===== src/rtl/run_seq_pkg.sv =====
// Shared types and default constants for the run sequencer.
// Holds the FSM state enum and parameter defaults.
package run_seq_pkg;

  typedef enum logic [2:0] {
    S_IDLE,
    S_START,
    S_ARM,
    S_RUN,
    S_REPORT,
    S_FINISH
  } state_e;

  localparam int DEF_NUM_PROGS = 3;
  localparam int DEF_START_LEN = 2;
  localparam int DEF_CW        = 16;
  localparam int DEF_TIMEOUT   = 'hFFFF;

endpackage


===== src/rtl/run_sequencer_cycle_timer.sv =====
// Saturating cycle counter used to time each program.
// Clear wins over enable; the count sticks once it equals limit.
module cycle_timer
  import run_seq_pkg::*;
#(
  parameter int CW = DEF_CW
) (
  input  logic          Clk,
  input  logic          Reset,
  input  logic          clear,
  input  logic          enable,
  input  logic [CW-1:0] limit,
  output logic [CW-1:0] count,
  output logic          at_limit
);

  logic [CW-1:0] count_q, count_d;

  always_comb begin
    count_d = count_q;
    if (clear) begin
      count_d = '0;
    end else if (enable && (count_q != limit)) begin
      count_d = count_q + 1'b1;
    end
  end

  always_ff @(posedge Clk) begin
    if (Reset) begin
      count_q <= '0;
    end else begin
      count_q <= count_d;
    end
  end

  assign count    = count_q;
  assign at_limit = (count_q == limit);

endmodule


===== src/rtl/run_sequencer.sv =====
// Launches a batch of programs on a processor and measures
// how many cycles each one takes, with a per-program timeout.
module run_sequencer
  import run_seq_pkg::*;
#(
  parameter int NUM_PROGS = DEF_NUM_PROGS,
  parameter int START_LEN = DEF_START_LEN,
  parameter int CW        = DEF_CW,
  parameter int TIMEOUT   = DEF_TIMEOUT
) (
  input  logic          Clk,
  input  logic          Reset,
  input  logic          Go,
  input  logic          Done,
  output logic          Start,
  output logic [1:0]    ProgIdx,
  output logic          Busy,
  output logic          AllDone,
  output logic [CW-1:0] CycleCount,
  output logic          CountValid,
  output logic          TimedOut
);

  localparam int SW = (START_LEN > 1) ? $clog2(START_LEN) : 1;
  localparam logic [SW-1:0] SLEN_LAST = SW'(START_LEN - 1);
  localparam logic [1:0]    LAST_PROG = 2'(NUM_PROGS - 1);
  localparam logic [CW-1:0] LIMIT     = CW'(TIMEOUT);

  state_e        state_q, state_d;
  logic [SW-1:0] slen_q, slen_d;

  logic          start_q, start_d;
  logic [1:0]    prog_q, prog_d;
  logic          busy_q, busy_d;
  logic          alldone_q, alldone_d;
  logic [CW-1:0] cnt_q, cnt_d;
  logic          cv_q, cv_d;
  logic          to_q, to_d;

  logic [CW-1:0] count;
  logic          at_limit;
  logic          timer_clr, timer_en;
  logic          go_ok, time_out, prog_done;

  assign timer_clr = (state_q == S_START);
  assign timer_en  = (state_q == S_ARM) || (state_q == S_RUN);

  cycle_timer #(
    .CW(CW)
  ) u_timer (
    .Clk     (Clk),
    .Reset   (Reset),
    .clear   (timer_clr),
    .enable  (timer_en),
    .limit   (LIMIT),
    .count   (count),
    .at_limit(at_limit)
  );

  assign go_ok     = Go && ((state_q == S_IDLE) ||
                            (state_q == S_FINISH));
  assign time_out  = timer_en && at_limit;
  assign prog_done = (state_q == S_RUN) && Done && !at_limit;

  always_ff @(posedge Clk) begin
    if (Reset) begin
      state_q <= S_IDLE;
      slen_q  <= '0;
    end else begin
      state_q <= state_d;
      slen_q  <= slen_d;
    end
  end

  always_comb begin
    state_d = state_q;
    slen_d  = '0;
    unique case (state_q)
      S_IDLE, S_FINISH: begin
        if (Go) state_d = S_START;
      end
      S_START: begin
        slen_d = slen_q + 1'b1;
        if (slen_q == SLEN_LAST) state_d = S_ARM;
      end
      // Stale Done from the previous program must clear first.
      S_ARM: begin
        if (at_limit)   state_d = S_FINISH;
        else if (!Done) state_d = S_RUN;
      end
      S_RUN: begin
        if (at_limit)  state_d = S_FINISH;
        else if (Done) state_d = S_REPORT;
      end
      S_REPORT: begin
        state_d = (prog_q == LAST_PROG) ? S_FINISH : S_START;
      end
      default: state_d = S_IDLE;
    endcase
  end

  always_comb begin
    start_d   = (state_d == S_START);
    busy_d    = !((state_d == S_IDLE) || (state_d == S_FINISH));
    alldone_d = (state_d == S_FINISH);
    cv_d      = time_out || prog_done;
    prog_d    = prog_q;
    to_d      = to_q;
    cnt_d     = cnt_q;
    if (go_ok) begin
      prog_d = '0;
      to_d   = 1'b0;
    end else if ((state_q == S_REPORT) && (state_d == S_START)) begin
      prog_d = prog_q + 2'd1;
    end
    if (time_out) begin
      to_d  = 1'b1;
      cnt_d = LIMIT;
    end else if (prog_done) begin
      cnt_d = count;
    end
  end

  always_ff @(posedge Clk) begin
    if (Reset) begin
      start_q   <= 1'b0;
      prog_q    <= '0;
      busy_q    <= 1'b0;
      alldone_q <= 1'b0;
      cnt_q     <= '0;
      cv_q      <= 1'b0;
      to_q      <= 1'b0;
    end else begin
      start_q   <= start_d;
      prog_q    <= prog_d;
      busy_q    <= busy_d;
      alldone_q <= alldone_d;
      cnt_q     <= cnt_d;
      cv_q      <= cv_d;
      to_q      <= to_d;
    end
  end

  assign Start      = start_q;
  assign ProgIdx    = prog_q;
  assign Busy       = busy_q;
  assign AllDone    = alldone_q;
  assign CycleCount = cnt_q;
  assign CountValid = cv_q;
  assign TimedOut   = to_q;

endmodule


===== config.mk =====
export PLATFORM = sky130hd
export DESIGN_NAME = run_sequencer
export DESIGN_NICKNAME = d
export VERILOG_FILES = /design/src/rtl/run_seq_pkg.sv /design/src/rtl/run_sequencer_cycle_timer.sv /design/src/rtl/run_sequencer.sv
export SDC_FILE = /design/constraint.sdc
export NUM_CORES = 1
export LEC_CHECK = 0
export CAP_MARGIN = 20
export CELL_PAD_IN_SITES_DETAIL_PLACEMENT = 1
export CELL_PAD_IN_SITES_GLOBAL_PLACEMENT = 1
export CORE_ASPECT_RATIO = 0.9
export CORE_MARGIN = 8
export CORE_UTILIZATION = 35
export DETAILED_ROUTE_END_ITERATION = 8
export GPL_TIMING_DRIVEN = 0
export PLACE_DENSITY = 0.72
export SLEW_MARGIN = 10
export SYNTH_ARGS = -nofsm -noshare
export SYNTH_HDL_FRONTEND = slang
export SYNTH_SLANG_ARGS = --single-unit

===== constraint.sdc =====
create_clock -name Clk -period 2.75 [get_ports Clk]
set_clock_uncertainty 0.2 [all_clocks]
set_input_delay 0.55 -clock Clk [delete_from_list [all_inputs] [get_ports Clk]]
set_output_delay 0.55 -clock Clk [all_outputs]
set_load 0.1 [all_outputs]

# After elaboration in Yosys (flattened, before gate mapping)
# Index checks and enable logic that the tools add are counted.
# Widths: inputs -> output; s select.
# totals
regBits	43
in_bits	4
wordCells	56
# classes
addsub	3
n_eq_ne	10
mux	12
bitwise_logic	1
reduce_logical	20
# op_table
operator	n
$mux 16	2
$mux 3	7
$add 16x1->16 const B	1
$eq 16x16->1 const B	1
$ne 16x16->1 const B	1
$pmux 3 s5	1
$eq 3x3->1 const B	3
$reduce_or 2->1	4
$eq 3x1->1 const B	2
$eq 3x2->1 const B	2
$logic_and 1x1->1	6
$logic_not 3->1	2
$logic_or 1x1->1	4
$reduce_bool 2->1	2
$add 2x1->2 const B	1
$eq 2x2->1 const B	1
$logic_not 1->1	2
$mux 1	2
$add 1x1->1 const B	1
$not 1->1	1

# Longest topological paths before layout
# logic_depth
depth_word	6
mapped_depth	8
depth_no_buf	7

# By module
# Synthesis repeated with hierarchy kept, for this count alone.
# hier_totals
cells_unflattened	251
hier_area_um2	2190.9
# modules_own_cells
module	instances	cells_each	area_each_um2	seq_area_each_um2
run_sequencer	1	132	1137.3	540.5
cycle_timer	1	119	1053.5	320.3

# Worst setup path before layout
# OpenSTA, ideal clock, no wires.
# synth_path
path_kind	register to register
start	register ProgIdx[1] (netlist name)
end	register cnt_q[10], in the netlist CycleCount[10]
setup_ps	121
arrival_ps	2264
required_ps	2429
path_slack_ps	166
stages_incl_launch_ff	8
path_cell_list	dfxtp_1 > ha_1 > nor2_1 > o32ai_1 > a21oi_2 > nand2b_4 > buf_6 > o221a_1
# synth_lines
item	line	rtl
end signal: assignment	run_sequencer.sv:138	cnt_q <= cnt_d;
end: declaration	run_sequencer.sv:36	logic [CW-1:0] cnt_q, cnt_d;

# Worst setup path in the final report
# layout_path
start	register prog_q[0], in the netlist ProgIdx[0]
end	output ProgIdx[0]
# layout_lines
item	line	rtl
start: declaration	run_sequencer.sv:33	logic [1:0] prog_q, prog_d;
start signal: assignment	run_sequencer.sv:135	prog_q <= prog_d;
end: declaration	run_sequencer.sv:16	output logic [1:0] ProgIdx,
# No word-level cell between the ends.

==> results by group <==
Outcome
  – Status: finished, final reports clean

Synth
  – Post-synthesis cell type count: 39
  – Area share of the largest cell type after synthesis: 46.99%
  – Post-synthesis net count: 192
  – Post-Syn Area: approximately 1800 sq um
  – Synth warn: 0
  – Asr flop ratio synth: 0%
  – Predominant post-synthesis flop cell: dfxtp_1
  – Post-synthesis sequential area ratio: 46.99%
  – Area leader, netlist: dfxtp_1
  – Post-synthesis cell count: 186
  – Mean Syn Cell Area: roughly 9.8 sq um
  – Synth Register Bits: between 40 and 50
  – Synth top area cells: dfxtp_1 47%, o221a_1 9.2%, xnor2_1 6.2%
  – Number of flops mapped to enable cells by yosys: 0

Die
  – Die width: 92.26 um
  – FP Rows: 25
  – DIE AREA: approximately 8000 sq um
  – CORE AREA: 5161 sq um
  – Chip height: between 80 and 90 um
  – Starting density of the core: 35.49%
  – Num ports: 27

Placed design
  – Post-DP HPWL: 3239 um
  – Pre-CTS setup slack: 0.06752 ns
  – Port-buffer cells: 25
  – Gpl congestion: 0.7711

Clock tree
  – CTS max path bufs: 2
  – Clock root buffer: clkbuf_8
  – CTS tree: built
  – # Post-CTS Setup Buffers: 0
  – CTS buffer count: 5
  – Clock sinks: between 40 and 50
  – Clk_lat worst skew: 0.29 ns
  – CTS clock-pin slew for the worst setup and hold paths: ~0.08 ns
  – CTS H-tree lvls: 2

Routing
  – Vias post-DR: approximately 1,500
  – DR iter-0 viols: 59
  – # DRC: 0
  – Antenna viol nets, final: 0
  – DR WL/cell: 15.03 um
  – Final WL: 4298 um
  – Routed vias/inst: 5.206
  – DRT Pass-1 Iters: 4

STA
  – Relative slew slack: 34.48%
  – RSZ-0062 raised after global routing: false
  – Hold Vio Cnt, Final: 0
  – Period utilization: 93.77%
  – Slew @ Worst Pin: 0.9797 ns
  – Post-layout min period: 2.579 ns
  – Final Max Slew Viols: 0
  – Final setup fails: 0
  – Final worst slack: 0.1714 ns
  – Peak Freq: 387.8 MHz
  – Setup TNS: 0 ns
  – Worst hold slack: 0.2639 ns

GRT
  – Total GRT Usage: 11.77%
  – Largest net degree at the start of global routing: 14
  – Grt ovf: 0
  – First-pass GRT wire length: ~7500 um
  – Antenna violations before repair: 0
  – Vias in the first global route: 1,507

Worst setup path
  – Reg2reg end: CycleCount[9]
  – Slowest cell on the critical path: clkdlybuf4s50_1
  – Register-to-Register Path Depth: 7
  – Crit path cell chain: clkdlybuf4s50_1
  – Critical path fanouts, max: 3
  – Setup crit end kind: primary output
  – Reg-to-Reg Start: u_timer.count[0]
  – Top delay family on crit path: buffers and inverters
  – Required @ worst endpoint: around 2.0 ns
  – Arr. time, crit path: approximately 1.8 ns
  – R2r setup slk: roughly 0.20 ns
  – CP Launch Type: register
  – Critical path class: reg2out
  – Worst path max stage delay: 1.16 ns
  – CP Buf/Inv Count: 1

Pwr
  – Pwr dens: around 570 nW/um^2
  – Worst VDD drop: 0.1945 mV
  – P_leak: 0.7552 nW
  – Total power: 1.315 mW

Finish
  – Final core occ: 44.68%
  – Diode count: 0
  – Area growth syn-to-layout: 25.89%
  – Final net count: approximately 220
  – Fraction of layout cells with a size suffix above 1: around 8.2%

Min path
  – Worst Hold Depth: 1
  – Worst Hold Endpoint: slen_q
  – Worst Hold Class: reg2reg
  – Worst hold start: slen_q

Run
  – Total of max-cap violations: 0
-- where the power goes --
| part | leakage, nW | switching, mW | total (mW) | internal, mW |
|---|---|---|---|---|
| Clock | 0.0654 | 0.210 | 0.573 | 0.363 |
| Combinational | 0.342 | 0.0751 | 0.105 | 0.0298 |
| Sequential | 0.347 | 0.00683 | 0.637 | 0.630 |
| Total | 0.755 | 0.292 | 1.32 | 1.02 |
-- final cells by class --
type / count / area [sq um]
Fill cell: 601 / 2855
Timing Repair Buffer: 25 / 250.2
Inverter: 5 / 18.77
Buffer: 7 / 42.54
Clock buffer: 6 / 72.57
Tap cell: 67 / 83.83
Clock inverter: 2 / 60.06
Sequential cell: 43 / 860.8
Multi-Input combinational cell: 131 / 917.1
-- state kept, by name, indices dropped and copies added, names as in the netlist --
name	flops
slen_q	1
TimedOut	1
state_q	3
ProgIdx	2
u_timer.count	16
CountValid	1
CycleCount	16
AllDone	1
Busy	1
Start	1
-- through the flow --
| step | std cells | instance area [sq um] |
|---|---|---|
| final | 286 | 2306 |
| after global routing | 286 | 2306 |
| after CTS | 286 | 2298 |
| after detailed placement | 278 | 2166 |
| after global placement | 278 | 2166 |
| after floorplan | 186 | 1832 |
-- Yosys cell counts (2+ instances only) --
master and n:
dfxtp_1 43, nor2_1 27, o221a_1 15, xnor2_1 13, nand3_1 9, nor3_1 8
nand2_1 7, nor4_1 7, nand4_1 5, and2_1 4, clkbuf_1 4, nand2b_1 4
xor2_1 4, inv_1 3, o21ai_1 3, a21oi_1 2, a21oi_2 2, a22oi_1 2
buf_6 2, ha_1 2, nor2b_1 2
-- worst max-delay path by stage --
stage	start	endpoint	cells after the start
after floorplan	ProgIdx[1]	CycleCount[10]	7
after global placement	Reset	u_timer.count[15]	5
after detailed placement	Reset	u_timer.count[4]	5
after CTS	u_timer.count[0]	CycleCount[15]	7
after global routing	u_timer.count[0]	CycleCount[9]	7
final	ProgIdx[0]	ProgIdx[0]	1
-- kinds of logic (layout without fill, tap and decap cells) --
kind of cell | after synthesis | in the layout | share of synthesized area (%)
adder cells (fa/ha/maj) | 2 | 2 | 1.366
buffers and inverters | 12 | 45 | 3.346
multiplexers | 1 | 1 | 0.5465
XOR/XNOR | 17 | 17 | 8.128
flip-flops | 43 | 43 | 46.99
AND/OR/NAND/NOR | 82 | 82 | 24.45
AO/OA/AOI/OAI | 29 | 29 | 15.16
-- cells in the final DEF, fill, tap and decap left out, types with 2 or more instances in the layout --
| master | Yosys | routed |
|---|---|---|
| dfxtp_1 | 43 | 43 |
| nor2_1 | 27 | 27 |
| clkdlybuf4s50_1 | 0 | 25 |
| o221a_1 | 15 | 15 |
| xnor2_1 | 13 | 13 |
| nand3_1 | 9 | 9 |
| nor3_1 | 8 | 8 |
| nand2_1 | 7 | 7 |
| nor4_1 | 7 | 7 |
| clkbuf_1 | 4 | 5 |
| nand4_1 | 5 | 5 |
| clkbuf_8 | 0 | 5 |
| nand2b_1 | 4 | 4 |
| and2_1 | 4 | 4 |
| xor2_1 | 4 | 4 |
| inv_1 | 3 | 3 |
| o21ai_1 | 3 | 3 |
| a21oi_1 | 2 | 2 |
| nor2b_1 | 2 | 2 |
| a22oi_1 | 2 | 2 |
| buf_6 | 2 | 2 |
| ha_1 | 2 | 2 |
| bufinv_16 | 0 | 2 |
-- routing by layer --
metal | vias up | share of wire (%) | global-route usage (%)
met5 | - | 0 | 0
met4 | 0 | 1.6 | 4.532
met3 | 6 | 4.5 | 3.565
met2 | 24 | 43 | 17.01
met1 | 717 | 51 | 15.86
li1 | 742 | - | -
-- what timing repair did --
item | CTS | global route
gates resized for setup | 0 | 1
endpoints found under the setup margin | 0 | 11
hold buffers | 0 | 0
Note: power is estimated with default switching activity, not from simulation.
